==> src/rtl/rd_ctrl_pkg.sv <==
// Shared definitions for the counter read-back controller: bus address codes,
// read/write byte-mode codes, the read-back selector and the control-word layout.
package rd_ctrl_pkg;

  localparam int CNT_W = 16;
  localparam int NUM_CNT = 3;

  // Bus address as {A0, A1}
  localparam logic [1:0] ADDR_CNT0 = 2'b00;
  localparam logic [1:0] ADDR_CNT1 = 2'b01;
  localparam logic [1:0] ADDR_CNT2 = 2'b10;
  localparam logic [1:0] ADDR_CTRL = 2'b11;

  // Select-counter field value that turns a control write into a read-back command
  localparam logic [1:0] SC_READBACK = 2'b11;

  // Byte access mode; RW_NONE doubles as the counter-latch command code
  typedef enum logic [1:0] {
    RW_NONE    = 2'b00,
    RW_LSB     = 2'b01,
    RW_MSB     = 2'b10,
    RW_LSB_MSB = 2'b11
  } rw_mode_e;

  // Control word layout. For read-back, rw[1]=0 latches count, rw[0]=0 latches
  // status, and rb_sel[n] selects counter n.
  typedef struct packed {
    logic [1:0] sc;
    logic [1:0] rw;
    logic [2:0] rb_sel;
    logic       rsvd;
  } ctrl_word_t;

  function automatic logic [7:0] pick_byte(input logic [CNT_W-1:0] value, input logic hi);
    return hi ? value[CNT_W-1:8] : value[7:0];
  endfunction

endpackage

==> src/rtl/rd_ctrl_latch.sv <==
// Per-counter read state: byte mode, count latch, status latch and byte pointer.
// rd_data is the byte a read issued this cycle would return (pre-cycle state).
module rd_latch
  import rd_ctrl_pkg::*;
(
  input  logic             clk,
  input  logic             rst_n,
  input  logic             rd_en,
  input  logic             mode_wr,
  input  logic [1:0]       mode_new,
  input  logic             cnt_latch,
  input  logic             sts_latch,
  input  logic [CNT_W-1:0] count,
  input  logic [7:0]       status,
  output logic [7:0]       rd_data
);

  rw_mode_e         rw_mode_q, rw_mode_d;
  logic [CNT_W-1:0] cnt_q, cnt_d;
  logic             cnt_full_q, cnt_full_d;
  logic [7:0]       sts_q, sts_d;
  logic             sts_full_q, sts_full_d;
  logic             ptr_msb_q, ptr_msb_d;

  logic             hi_byte;
  logic             read_completes;
  logic [CNT_W-1:0] cnt_src;

  // Byte selection and read data from the current (pre-cycle) state
  always_comb begin
    hi_byte        = (rw_mode_q == RW_MSB) || ((rw_mode_q == RW_LSB_MSB) && ptr_msb_q);
    read_completes = (rw_mode_q != RW_LSB_MSB) || ptr_msb_q;
    cnt_src        = cnt_full_q ? cnt_q : count;
    rd_data        = sts_full_q ? sts_q : pick_byte(cnt_src, hi_byte);
  end

  // Next state: read-side effects first, then commands so a fresh latch wins
  always_comb begin
    rw_mode_d  = rw_mode_q;
    cnt_d      = cnt_q;
    cnt_full_d = cnt_full_q;
    sts_d      = sts_q;
    sts_full_d = sts_full_q;
    ptr_msb_d  = ptr_msb_q;

    if (rd_en) begin
      if (sts_full_q) begin
        // status read leaves the byte pointer where it was
        sts_full_d = 1'b0;
      end else begin
        if (cnt_full_q && read_completes) begin
          cnt_full_d = 1'b0;
        end
        if (rw_mode_q == RW_LSB_MSB) begin
          ptr_msb_d = ~ptr_msb_q;
        end
      end
    end

    if (mode_wr) begin
      rw_mode_d  = rw_mode_e'(mode_new);
      cnt_full_d = 1'b0;
      sts_full_d = 1'b0;
      ptr_msb_d  = 1'b0;
    end else begin
      // the pointer is deliberately untouched so a latch between LSB and MSB
      // reads of the live count still yields the MSB next
      if (cnt_latch && !cnt_full_d) begin
        cnt_d      = count;
        cnt_full_d = 1'b1;
      end
      if (sts_latch && !sts_full_d) begin
        sts_d      = status;
        sts_full_d = 1'b1;
      end
    end
  end

  // State registers
  always_ff @(posedge clk or negedge rst_n) begin
    if (!rst_n) begin
      rw_mode_q  <= RW_NONE;
      cnt_q      <= '0;
      cnt_full_q <= 1'b0;
      sts_q      <= '0;
      sts_full_q <= 1'b0;
      ptr_msb_q  <= 1'b0;
    end else begin
      rw_mode_q  <= rw_mode_d;
      cnt_q      <= cnt_d;
      cnt_full_q <= cnt_full_d;
      sts_q      <= sts_d;
      sts_full_q <= sts_full_d;
      ptr_msb_q  <= ptr_msb_d;
    end
  end

endmodule

==> src/rtl/rd_ctrl.sv <==
// Counter read-back controller: decodes control words and bus reads, routes
// them to three per-counter latch blocks and registers the read byte.
module rd_ctrl
  import rd_ctrl_pkg::*;
(
  input  logic             clk,
  input  logic             rst_n,
  input  logic             CS,
  input  logic             A0,
  input  logic             A1,
  input  logic             rd,
  input  logic             ctrl_wr,
  input  logic [7:0]       ctrl_data,
  input  logic [CNT_W-1:0] count0,
  input  logic [CNT_W-1:0] count1,
  input  logic [CNT_W-1:0] count2,
  input  logic [7:0]       status0,
  input  logic [7:0]       status1,
  input  logic [7:0]       status2,
  output logic [7:0]       dout,
  output logic             dout_valid
);

  logic [1:0]       addr;
  logic             rd_hit;
  logic             is_readback;
  ctrl_word_t       cw;
  logic             unused_rsvd;

  logic [NUM_CNT-1:0] rd_en;
  logic [NUM_CNT-1:0] mode_wr;
  logic [NUM_CNT-1:0] cnt_latch;
  logic [NUM_CNT-1:0] sts_latch;

  logic [CNT_W-1:0] count_arr   [NUM_CNT];
  logic [7:0]       status_arr  [NUM_CNT];
  logic [7:0]       rd_data_arr [NUM_CNT];
  logic [7:0]       rd_byte;

  assign addr        = {A0, A1};
  assign rd_hit      = rd & CS;
  assign cw          = ctrl_data;
  assign is_readback = ctrl_wr && (cw.sc == SC_READBACK);
  assign unused_rsvd = cw.rsvd;

  assign count_arr[0]  = count0;
  assign count_arr[1]  = count1;
  assign count_arr[2]  = count2;
  assign status_arr[0] = status0;
  assign status_arr[1] = status1;
  assign status_arr[2] = status2;

  // Per-counter strobes from the bus read and the control word
  always_comb begin
    rd_en     = '0;
    mode_wr   = '0;
    cnt_latch = '0;
    sts_latch = '0;
    for (int n = 0; n < NUM_CNT; n++) begin
      rd_en[n]     = rd_hit && (addr == 2'(n));
      mode_wr[n]   = ctrl_wr && (cw.sc == 2'(n)) && (cw.rw != RW_NONE);
      cnt_latch[n] = (ctrl_wr && (cw.sc == 2'(n)) && (cw.rw == RW_NONE)) ||
                     (is_readback && cw.rb_sel[n] && !cw.rw[1]);
      sts_latch[n] = is_readback && cw.rb_sel[n] && !cw.rw[0];
    end
  end

  for (genvar g = 0; g < NUM_CNT; g++) begin : g_cnt
    rd_latch u_latch (
      .clk       (clk),
      .rst_n     (rst_n),
      .rd_en     (rd_en[g]),
      .mode_wr   (mode_wr[g]),
      .mode_new  (cw.rw),
      .cnt_latch (cnt_latch[g]),
      .sts_latch (sts_latch[g]),
      .count     (count_arr[g]),
      .status    (status_arr[g]),
      .rd_data   (rd_data_arr[g])
    );
  end

  // Read data mux; the control address always reads as zero
  always_comb begin
    rd_byte = 8'h00;
    case (addr)
      ADDR_CNT0: rd_byte = rd_data_arr[0];
      ADDR_CNT1: rd_byte = rd_data_arr[1];
      ADDR_CNT2: rd_byte = rd_data_arr[2];
      ADDR_CTRL: rd_byte = 8'h00;
      default:   rd_byte = 8'h00;
    endcase
  end

  // Output register: one-cycle latency, dout holds between reads
  always_ff @(posedge clk or negedge rst_n) begin
    if (!rst_n) begin
      dout       <= 8'h00;
      dout_valid <= 1'b0;
    end else begin
      dout_valid <= rd_hit;
      if (rd_hit) begin
        dout <= rd_byte;
      end
    end
  end

endmodule

==> config.mk <==
export PLATFORM = sky130hd
export DESIGN_NAME = rd_ctrl
export DESIGN_NICKNAME = d
export VERILOG_FILES = /design/src/rtl/rd_ctrl_pkg.sv /design/src/rtl/rd_ctrl_latch.sv /design/src/rtl/rd_ctrl.sv
export SDC_FILE = /design/constraint.sdc
export NUM_CORES = 1
export LEC_CHECK = 0
export BUFFER_PORTS_ARGS = -buffer_cell sky130_fd_sc_hd__buf_2
export CORE_UTILIZATION = 45
export CTS_CLUSTER_DIAMETER = 200
export DETAILED_ROUTE_END_ITERATION = 10
export PLACE_DENSITY = 0.68
export SLEW_MARGIN = 0
export SYNTH_ARGS = -nofsm -noshare
export SYNTH_HDL_FRONTEND = slang
export SYNTH_HIERARCHICAL = 1
export SYNTH_SLANG_ARGS = --single-unit
==> constraint.sdc <==
create_clock -name clk -period 2.8 [get_ports clk]
set_clock_uncertainty 0.1 [all_clocks]
set_input_delay 0.28 -clock clk [delete_from_list [all_inputs] [get_ports clk]]
set_output_delay 0.28 -clock clk [all_outputs]
set_load 0.02 [all_outputs]
Yosys cells after proc, flatten, opt, wreduce, memory -nomap -nowiden --
Cells that the tools add are included.
Storage, ports and cells: flip-flop bits (word level) 96
Operators by class: mux-type cells 46, equality and inequality tests 18, bitwise operators 7, reductions and logical operators 70
Operators with widths (count):
- $mux 16 | 3
- $mux 8 | 6
- $mux 1 | 36
- $logic_and 1x1->1 | 34
- $pmux 8 s4 | 1
- $eq 2x2->1 const B | 10
- $reduce_bool 2->1 | 7
- $reduce_and 2->1 | 6
- $logic_or 1x1->1 | 9
- $reduce_and 3->1 | 3
- $logic_not 1->1 | 8
- $logic_not 2->1 | 3
- $ne 2x1->1 const B | 3
- $ne 2x2->1 const B | 3
- $not 1->1 | 6
- $eq 2x1->1 const B | 2
- $and 1x1->1 | 1

Longest topological paths before layout --
Gate-level depths: netlist of run 1.
word-level depth 10, gate-level depth with buffers 9, depth with buffers taken out 6

By module --
Netlist of run 1, hierarchy kept.
By module, submodules not included:
- rd_latch | sequential area each 725.7 µm², area each 1646.6 µm², instances 3, cells each 168
- rd_ctrl | sequential area each 225.2 µm², area each 645.6 µm², instances 1, cells each 79

Worst setup path before layout of run 1 --
OpenSTA, ideal clock, no wires.
path type input to register, start input port A0, end register g_cnt[0].u_latch.sts_q[0], setup time 0.125 ns, stages on the path 5, data arrival time 1.690 ns, buffers on the path 1, path slack 0.885 ns, required time 2.575 ns, path through buf_4 -> nor3_1 -> nor2b_4 -> nor3b_4 -> mux2_2
On the way: word-level cells in the longest chain between the ends 6
RTL lines:
- start: declaration | line rd_ctrl.sv:9 | input logic A0,
- $logic_not 2->1 | line rd_ctrl.sv:60 | rd_en[n] = rd_hit && (addr == 2'(n));
- $logic_and 1x1->1 | line rd_ctrl.sv:60
- via rd_en[0] | line rd_ctrl.sv:30 | logic [NUM_CNT-1:0] rd_en;
- $mux 1 | line rd_ctrl_latch.sv:46 | if (rd_en) begin
- $logic_not 1->1 | line rd_ctrl_latch.sv:72 | if (sts_latch && !sts_full_d) begin
- $logic_and 1x1->1 | line rd_ctrl_latch.sv:72
- $reduce_and 2->1 (no source line)
- end signal: assignment | line rd_ctrl_latch.sv:92 | sts_q <= sts_d;
- end: declaration | line rd_ctrl_latch.sv:21 | logic [7:0] sts_q, sts_d;
The timed path passes the listed nets, and every way through them passes these cells. A chain may end at the register's enable or synchronous reset.

==> impl_metrics.json, run 1 <==
{
  "fin_crit_ns": 2.481,
  "relSlewSlack_pct": 38.87,
  "clock_latency_ns": 0.35,
  "dr.pass1.iters": 5,
  "yosysMostFrequentCell": "nand2_1",
  "gr-total-overflow": 0,
  "setup_viol": 0,
  "r2r_cells": 6,
  "cts_max_path_buffers": 2,
  "drt-wirelength-per-cell_um": 17.20,
  "global_route.usage.total_pct": 23.49,
  "synthFlopType": "dfrtp_1",
  "initial_core_util_pct": 46.31,
  "num_io_pins": 96,
  "synth_enable_flop_cells": 0,
  "tns_ns": 0,
  "rsz0062_at_grt": "false",
  "drc": 0,
  "antenna_found_initial": 1,
  "totalPowerFinal_mw": 4.419,
  "r2r-end": "dout[2]$_DFFE_PN0P_",
  "r2r-start": "g_cnt[0].u_latch/cnt_full_q$_DFF_PN0_",
  "routed_via_density": 5.695,
  "synthTopCellsByArea": "dfrtp_1 43%, nand2_1 8.5%, mux2i_1 5.7%",
  "grt_max_degree": 48,
  "finalHoldViolations": 0,
  "ys_ff_latch": 96,
  "nets": 743,
  "cp-start-kind": "register",
  "place_congestion": 0.8157,
  "dieArea_um2": 12860,
  "crit_family": "flip-flops",
  "syn_inst": 583,
  "slowest_stage": "dfrtp_1",
  "die_y_um": 113.4,
  "holdWs_ns": 0.05311,
  "power_density_nw_per_um2": 691.8,
  "clkTransAtPathRegs_ns": 0.07,
  "crit_end": "dout[2]$_DFFE_PN0P_",
  "port_buffers": 94,
  "crit_path_end_kind": "register",
  "die-width_um": 113.4,
  "dpl-instance-area_um2": 6085,
  "synth_cell_types": 37,
  "cts-resized-gates": 0,
  "worst_pin_slew_ns": 0.9169,
  "vias": 4727,
  "grt_pass1_vias": 4582,
  "postSynthNetCount": 670,
  "slew_viol_final": 0,
  "areaGrowthSynthToFinish_pct": 14.38,
  "vdd_ir_drop_max_v": 0.0002926,
  "drive_gt1_share_pct": 25.45,
  "drt_iter0_markers": 325,
  "grt_pass1_wl_um": 23500,
  "avgSynthCellArea_um2": 9.580,
  "yosys-top-cells-count": "126 x nand2_1, 96 x dfrtp_1, 48 x o22ai_1",
  "p_leak_nw": 2.826,
  "netlist.area_leader.share_pct": 43.01,
  "timing.final.crit_share_pct": 88.60,
  "crit_type": "register to register",
  "ant_nets": 0,
  "cp_max_fo": 24,
  "critPathRequiredTime_ns": 2.97,
  "synth_area_um2": 5585,
  "yosys_warnings": 6,
  "final_cell_area_um2": 6389,
  "drv_cap": 0,
  "cp.depth": 6,
  "totalWireLength_um": 14270,
  "synth_area_leader_cell": "dfrtp_1",
  "outcome": "completed",
  "cts_tree": "done",
  "coreArea_um2": 12060,
  "arrival_ns": 2.66,
  "rrSetupSlack_ns": 0.32,
  "numCtsBuffers": 9,
  "timing.fmax_mhz": 403.1,
  "cts_sinks": 96,
  "cts-htree-levels": 3,
  "crit_start": "g_cnt[0].u_latch/cnt_full_q$_DFF_PN0_",
  "root_buffer": "clkbuf_16",
  "hold_path.class": "primary input to register",
  "max_stage_delay_ns": 0.94,
  "synth-seq-area-share_pct": 43.01,
  "fillers": 1109,
  "critical_path_buf_inv_count": 0,
  "rows": 40,
  "hpwl_um": 9958,
  "crit_chain": "mux2i_1 -> and3_1 -> o31ai_1 -> mux2i_1 -> or2_0 -> a21oi_1",
  "postSynth.asyncResetShare_pct": 100.0,
  "cp_common_cell": "mux2i_1"
}
-- routing by layer --
layer / share of wire, % / vias up / GRT usage (%)
met5: 0 / - / 0
met4: 2.3 / 0 / 9.825
met3: 6.6 / 22 / 3.666
met2: 45 / 187 / 35.79
met1: 46 / 2289 / 33.45
li1: - / 2229 / -
-- metrics by stage --
step	std cells	util (%)	setup WS [ns]
floorplan	583	-	0.8847
global placement	812	50.45	0.4901
detailed placement	812	50.45	0.3912
CTS	828	52.93	0.3716
global route	828	52.93	0.2493
finish	830	52.97	0.3192
-- registers in the layout, indices dropped and copies added, names as in the netlist --
register,cells
g_cnt.u_latch/cnt_q,48
g_cnt.u_latch/rw_mode_q,6
g_cnt.u_latch/ptr_msb_q,3
g_cnt.u_latch/sts_q,24
g_cnt.u_latch/sts_full_q,3
dout_valid,1
g_cnt.u_latch/cnt_full_q,3
dout,8
-- logic make-up after synthesis --
group / after synthesis / share of synthesized area [%]
simple gates: 240 / 23.48
flops: 96 / 43.01
mux: 62 / 11.78
buf+inv: 54 / 6.071
compound gates: 131 / 15.66
-- timing repair --
item / CTS / global route
hold buffers: 1 / 0
setup buffers: 0 / 0
hold endpoints to repair: 45 / 0
-- power breakdown --
part	internal (mW)	total, mW	switching, mW
logic	0.561	1.17	0.611
registers	1.71	2.02	0.312
clock network	0.711	1.23	0.514
total	2.98	4.42	1.44
-- worst min-delay path by stage --
| stage | from | endpoint | slack [ns] | depth (start not counted) |
|---|---|---|---|---|
| final | status0[2] | g_cnt[0].u_latch/sts_q[2]$_DFFE_PN0P_ | 0.05 | 2 |
| after detailed placement | rst_n | g_cnt[1].u_latch/cnt_q[14]$_DFFE_PN0P_ | 0.25 | 1 |
| after global routing | status1[2] | g_cnt[1].u_latch/sts_q[2]$_DFFE_PN0P_ | 0.05 | 2 |
| after CTS | status0[2] | g_cnt[0].u_latch/sts_q[2]$_DFFE_PN0P_ | 0.05 | 2 |
| after global placement | rst_n | g_cnt[1].u_latch/cnt_q[14]$_DFFE_PN0P_ | 0.24 | 1 |
| after floorplan | rst_n | dout[0]$_DFFE_PN0P_ | -0.12 | 0 |
-- cell usage in the layout (no fill, tap or decap), types with 2 or more instances in the layout --
cell type,synthesis,layout
nand2_1,126,126
dfrtp_1,96,96
buf_2,16,93
o22ai_1,48,48
mux2i_1,32,32
nor2b_1,29,29
mux2_2,27,27
and3_1,26,26
a221oi_1,24,24
o31ai_1,24,24
a21oi_1,22,22
buf_4,10,17
nor2_1,14,14
o21ai_0,9,9
clkbuf_16,0,9
or2_0,7,7
and2_1,5,5
inv_1,4,4
nor3_1,3,3
nand2b_1,3,3
nor2b_4,3,3
nand2b_4,3,3
and3b_4,3,3
o21a_1,3,3
nor4_4,3,3
or3b_1,3,3
nor3b_4,3,3
or3_1,3,3
mux2_1,3,3
diode_2,0,2
nor3b_1,2,2
clkbuf_1,11,2
-- layout make-up --
| type | instances | area (um^2) | share of cell area, % |
|---|---|---|---|
| Clock buffer | 12 | 246.5 | 3.858 |
| Antenna cell | 2 | 5.005 | 0.07834 |
| Clock inverter | 3 | 42.54 | 0.6659 |
| Multi-Input combinational cell | 433 | 2844 | 44.52 |
| Sequential cell | 96 | 2402 | 37.60 |
| Inverter | 4 | 15.01 | 0.2350 |
| Tap cell | 168 | 210.2 | 3.290 |
| Timing Repair Buffer | 112 | 623.1 | 9.753 |
-- worst reg2reg max path, cell delays in order, from the launching register on --
cell and delay (ns):
dfrtp_1 0.94, mux2i_1 0.16, and3_1 0.22, o31ai_1 0.50
mux2i_1 0.15, or2_0 0.23, a21oi_1 0.11
Note: power is estimated with default switching activity, not from simulation.
==> run 2, diff against run 1 <==
- ABC_AREA: not set -> 1
==> impl_metrics.json, run 2 <==
{
  "outcome": "completed",
  "r2r-end": "dout[5]$_DFFE_PN0P_",
  "fin_crit_ns": 1.804,
  "cts_max_path_buffers": 2,
  "p_leak_nw": 3.462,
  "postSynth.asyncResetShare_pct": 100.0,
  "largest_reg_flops": 48,
  "initial_core_util_pct": 46.48,
  "cts-resized-gates": 0,
  "die-width_um": 113.6,
  "place_congestion": 0.8564,
  "rsz0062_at_grt": "false",
  "regMostFlops": "g_cnt.u_latch/cnt_q",
  "top_regs": "g_cnt.u_latch/cnt_q: 48 flops, g_cnt.u_latch/sts_q: 24 flops, dout: 8 flops",
  "nets": 961,
  "cts_sinks": 96,
  "ant_nets": 0,
  "fillers": 1271,
  "pwr-share-seq_pct": 43.0,
  "rrSetupSlack_ns": 1.0,
  "synthFlopType": "dfrtp_1",
  "relSlewSlack_pct": 51.77,
  "p_comb_share_pct": 28.1,
  "crit_path_end_kind": "register",
  "vdd_ir_drop_max_v": 0.0003573,
  "die_y_um": 113.6,
  "crit_type": "register to register",
  "synthTopCellsByArea": "dfrtp_1 43%, nand2_1 21%, nand3_1 9.1%",
  "synth_area_leader_cell": "dfrtp_1",
  "netlist.area_leader.share_pct": 42.85,
  "hold_depth": 3,
  "drc": 0,
  "hpwl_um": 9572,
  "slew_viol_final": 0,
  "vias": 4982,
  "synth_cell_types": 20,
  "p_int_mw": 2.880,
  "worst_pin_slew_ns": 0.7208,
  "synth-seq-area-share_pct": 42.85,
  "num_io_pins": 96,
  "final_common_cell": "nand2_1",
  "fin_util_pct": 53.08,
  "drt-wirelength-per-cell_um": 12.71,
  "power_density_nw_per_um2": 683.6,
  "antenna_found_initial": 0,
  "avgSynthCellArea_um2": 7.052,
  "dieArea_um2": 12910,
  "numCtsBuffers": 9,
  "synth_area_um2": 5607,
  "r2r_cells": 9,
  "finalHoldViolations": 0,
  "coreArea_um2": 12060,
  "root_buffer": "clkbuf_16",
  "synth_enable_flop_cells": 0,
  "timing.fmax_mhz": 554.3,
  "layout_common_cells": "312 x nand2_1, 104 x inv_1, 102 x nand3_1",
  "critPathRequiredTime_ns": 2.94,
  "grt_pass1_vias": 4675,
  "cp_max_fo": 8,
  "routed_via_density": 4.758,
  "final_cell_area_um2": 6402,
  "hold_path.class": "primary input to register",
  "areaGrowthSynthToFinish_pct": 14.19,
  "yosys-top-cells-count": "312 x nand2_1, 104 x inv_1, 102 x nand3_1",
  "ys_ff_latch": 96,
  "diodes": 0,
  "timing.final.crit_share_pct": 64.43,
  "syn_inst": 795,
  "grt_max_degree": 52,
  "clock_latency_ns": 0.35,
  "cts_tree": "done",
  "cts-htree-levels": 3,
  "rows": 40,
  "drv_cap": 0,
  "cp-start-kind": "register",
  "switchingPower_mw": 1.496,
  "totalWireLength_um": 13310,
  "dr.pass1.iters": 4,
  "yosys_warnings": 6,
  "drt_iter0_markers": 339,
  "grt_pass1_wl_um": 22560,
  "arrival_ns": 1.94,
  "r2r-start": "g_cnt[2].u_latch/ptr_msb_q$_DFFE_PN0P_",
  "gr-total-overflow": 0,
  "dpl-instance-area_um2": 6092,
  "setup_viol": 0,
  "global_route.usage.total_pct": 22.42,
  "drive_gt1_share_pct": 14.79,
  "clkTransAtPathRegs_ns": 0.06,
  "dpl.cell_count": 1030,
  "switching_share_pct": 34.19,
  "yosysMostFrequentCell": "nand2_1",
  "pwr-share-clk_pct": 28.9,
  "fin_cells": 1047,
  "port_buffers": 94,
  "crit_end": "dout[5]$_DFFE_PN0P_",
  "crit_start": "g_cnt[2].u_latch/ptr_msb_q$_DFFE_PN0P_",
  "totalPowerFinal_mw": 4.377,
  "tns_ns": 0,
  "postSynthNetCount": 882
}
[run 2: cell types whose count changed in the layout (fill, tap and decap cells not counted), moves of 30 or more]
cell and delta:
inv_1 +100, mux2i_1 -32, nand2_1 +186, nand3_1 +102
o21ai_1 +30, o22ai_1 -48
[run 2: final cells by class]
class                      instances  area (um^2)  area share (%)
clock buffer                      13        260.3           4.065
clock inverter                     3        40.04          0.6254
inverter                         106        397.9           6.215
multi-input combinational        560         2551           39.85
sequential                        96         2402           37.52
tap                              168        210.2           3.283
timing repair buffer             101        540.5           8.442
[run 2: critical path, stage by stage, from the launching register on]
cell,delay (ns)
dfrtp_1,0.40
inv_1,0.07
a21oi_1,0.47
nand2_1,0.11
nand3_1,0.12
nand2_1,0.10
nand3_1,0.09
nand2_1,0.07
nor2_1,0.11
nor2_1,0.05
[run 2: power by group through the flow]
stage	sequential, mW	clock (mW)	combinational (mW)
3_3_place_gp	1.89	0	1.21
6_report	1.88	1.27	1.23
5_1_grt	1.92	1.35	1.43
4_1_cts	1.88	1.30	1.24
3_5_place_dp	1.90	0	1.24
2_1_floorplan	1.88	0	0.894
[run 2: kinds of logic after synthesis]
kind of cell / count (synthesis) / share of synthesized area [%]
AO/OA/AOI/OAI: 96 / 9.507
buffers and inverters: 139 / 11.65
flip-flops: 96 / 42.85
AND/OR/NAND/NOR: 464 / 36.00
[run 2: metal layers]
metal  vias to the layer above  global-route usage (%)  wire, um  part of all wire (%)
li1                       2629                       -         -                     -
met1                      2244                   31.10      6577                    49
met2                       101                   35.41      5924                    45
met3                         8                   5.685       673                   5.1
met4                         0                   4.825       130                  0.98
met5                         -                       0         0                     0
[run 2: metrics by stage]
| stage | setup WS, ns | hold WS [ns] |
|---|---|---|
| 2_1_floorplan | 1.255 | -0.1156 |
| 3_3_place_gp | 0.8038 | 0.2623 |
| 3_5_place_dp | 0.7902 | 0.2658 |
| 4_1_cts | 0.9943 | 0.05539 |
| 5_1_grt | 0.7682 | 0.06231 |
| 6_report | 0.9961 | 0.06330 |
[run 2: repair_timing]
action,in CTS,in global routing
hold endpoints to repair,49,0
buffers inserted,0,0
hold buffers,1,0
[run 2: worst min-delay path by stage]
stage,from,end
6_report,status1[2],g_cnt[1].u_latch/sts_q[2]$_DFFE_PN0P_
5_1_grt,status2[2],g_cnt[2].u_latch/sts_q[2]$_DFFE_PN0P_
4_1_cts,status1[2],g_cnt[1].u_latch/sts_q[2]$_DFFE_PN0P_
3_5_place_dp,rst_n,g_cnt[1].u_latch/cnt_q[1]$_DFFE_PN0P_
3_3_place_gp,rst_n,g_cnt[1].u_latch/cnt_q[6]$_DFFE_PN0P_
2_1_floorplan,rst_n,dout[0]$_DFFE_PN0P_
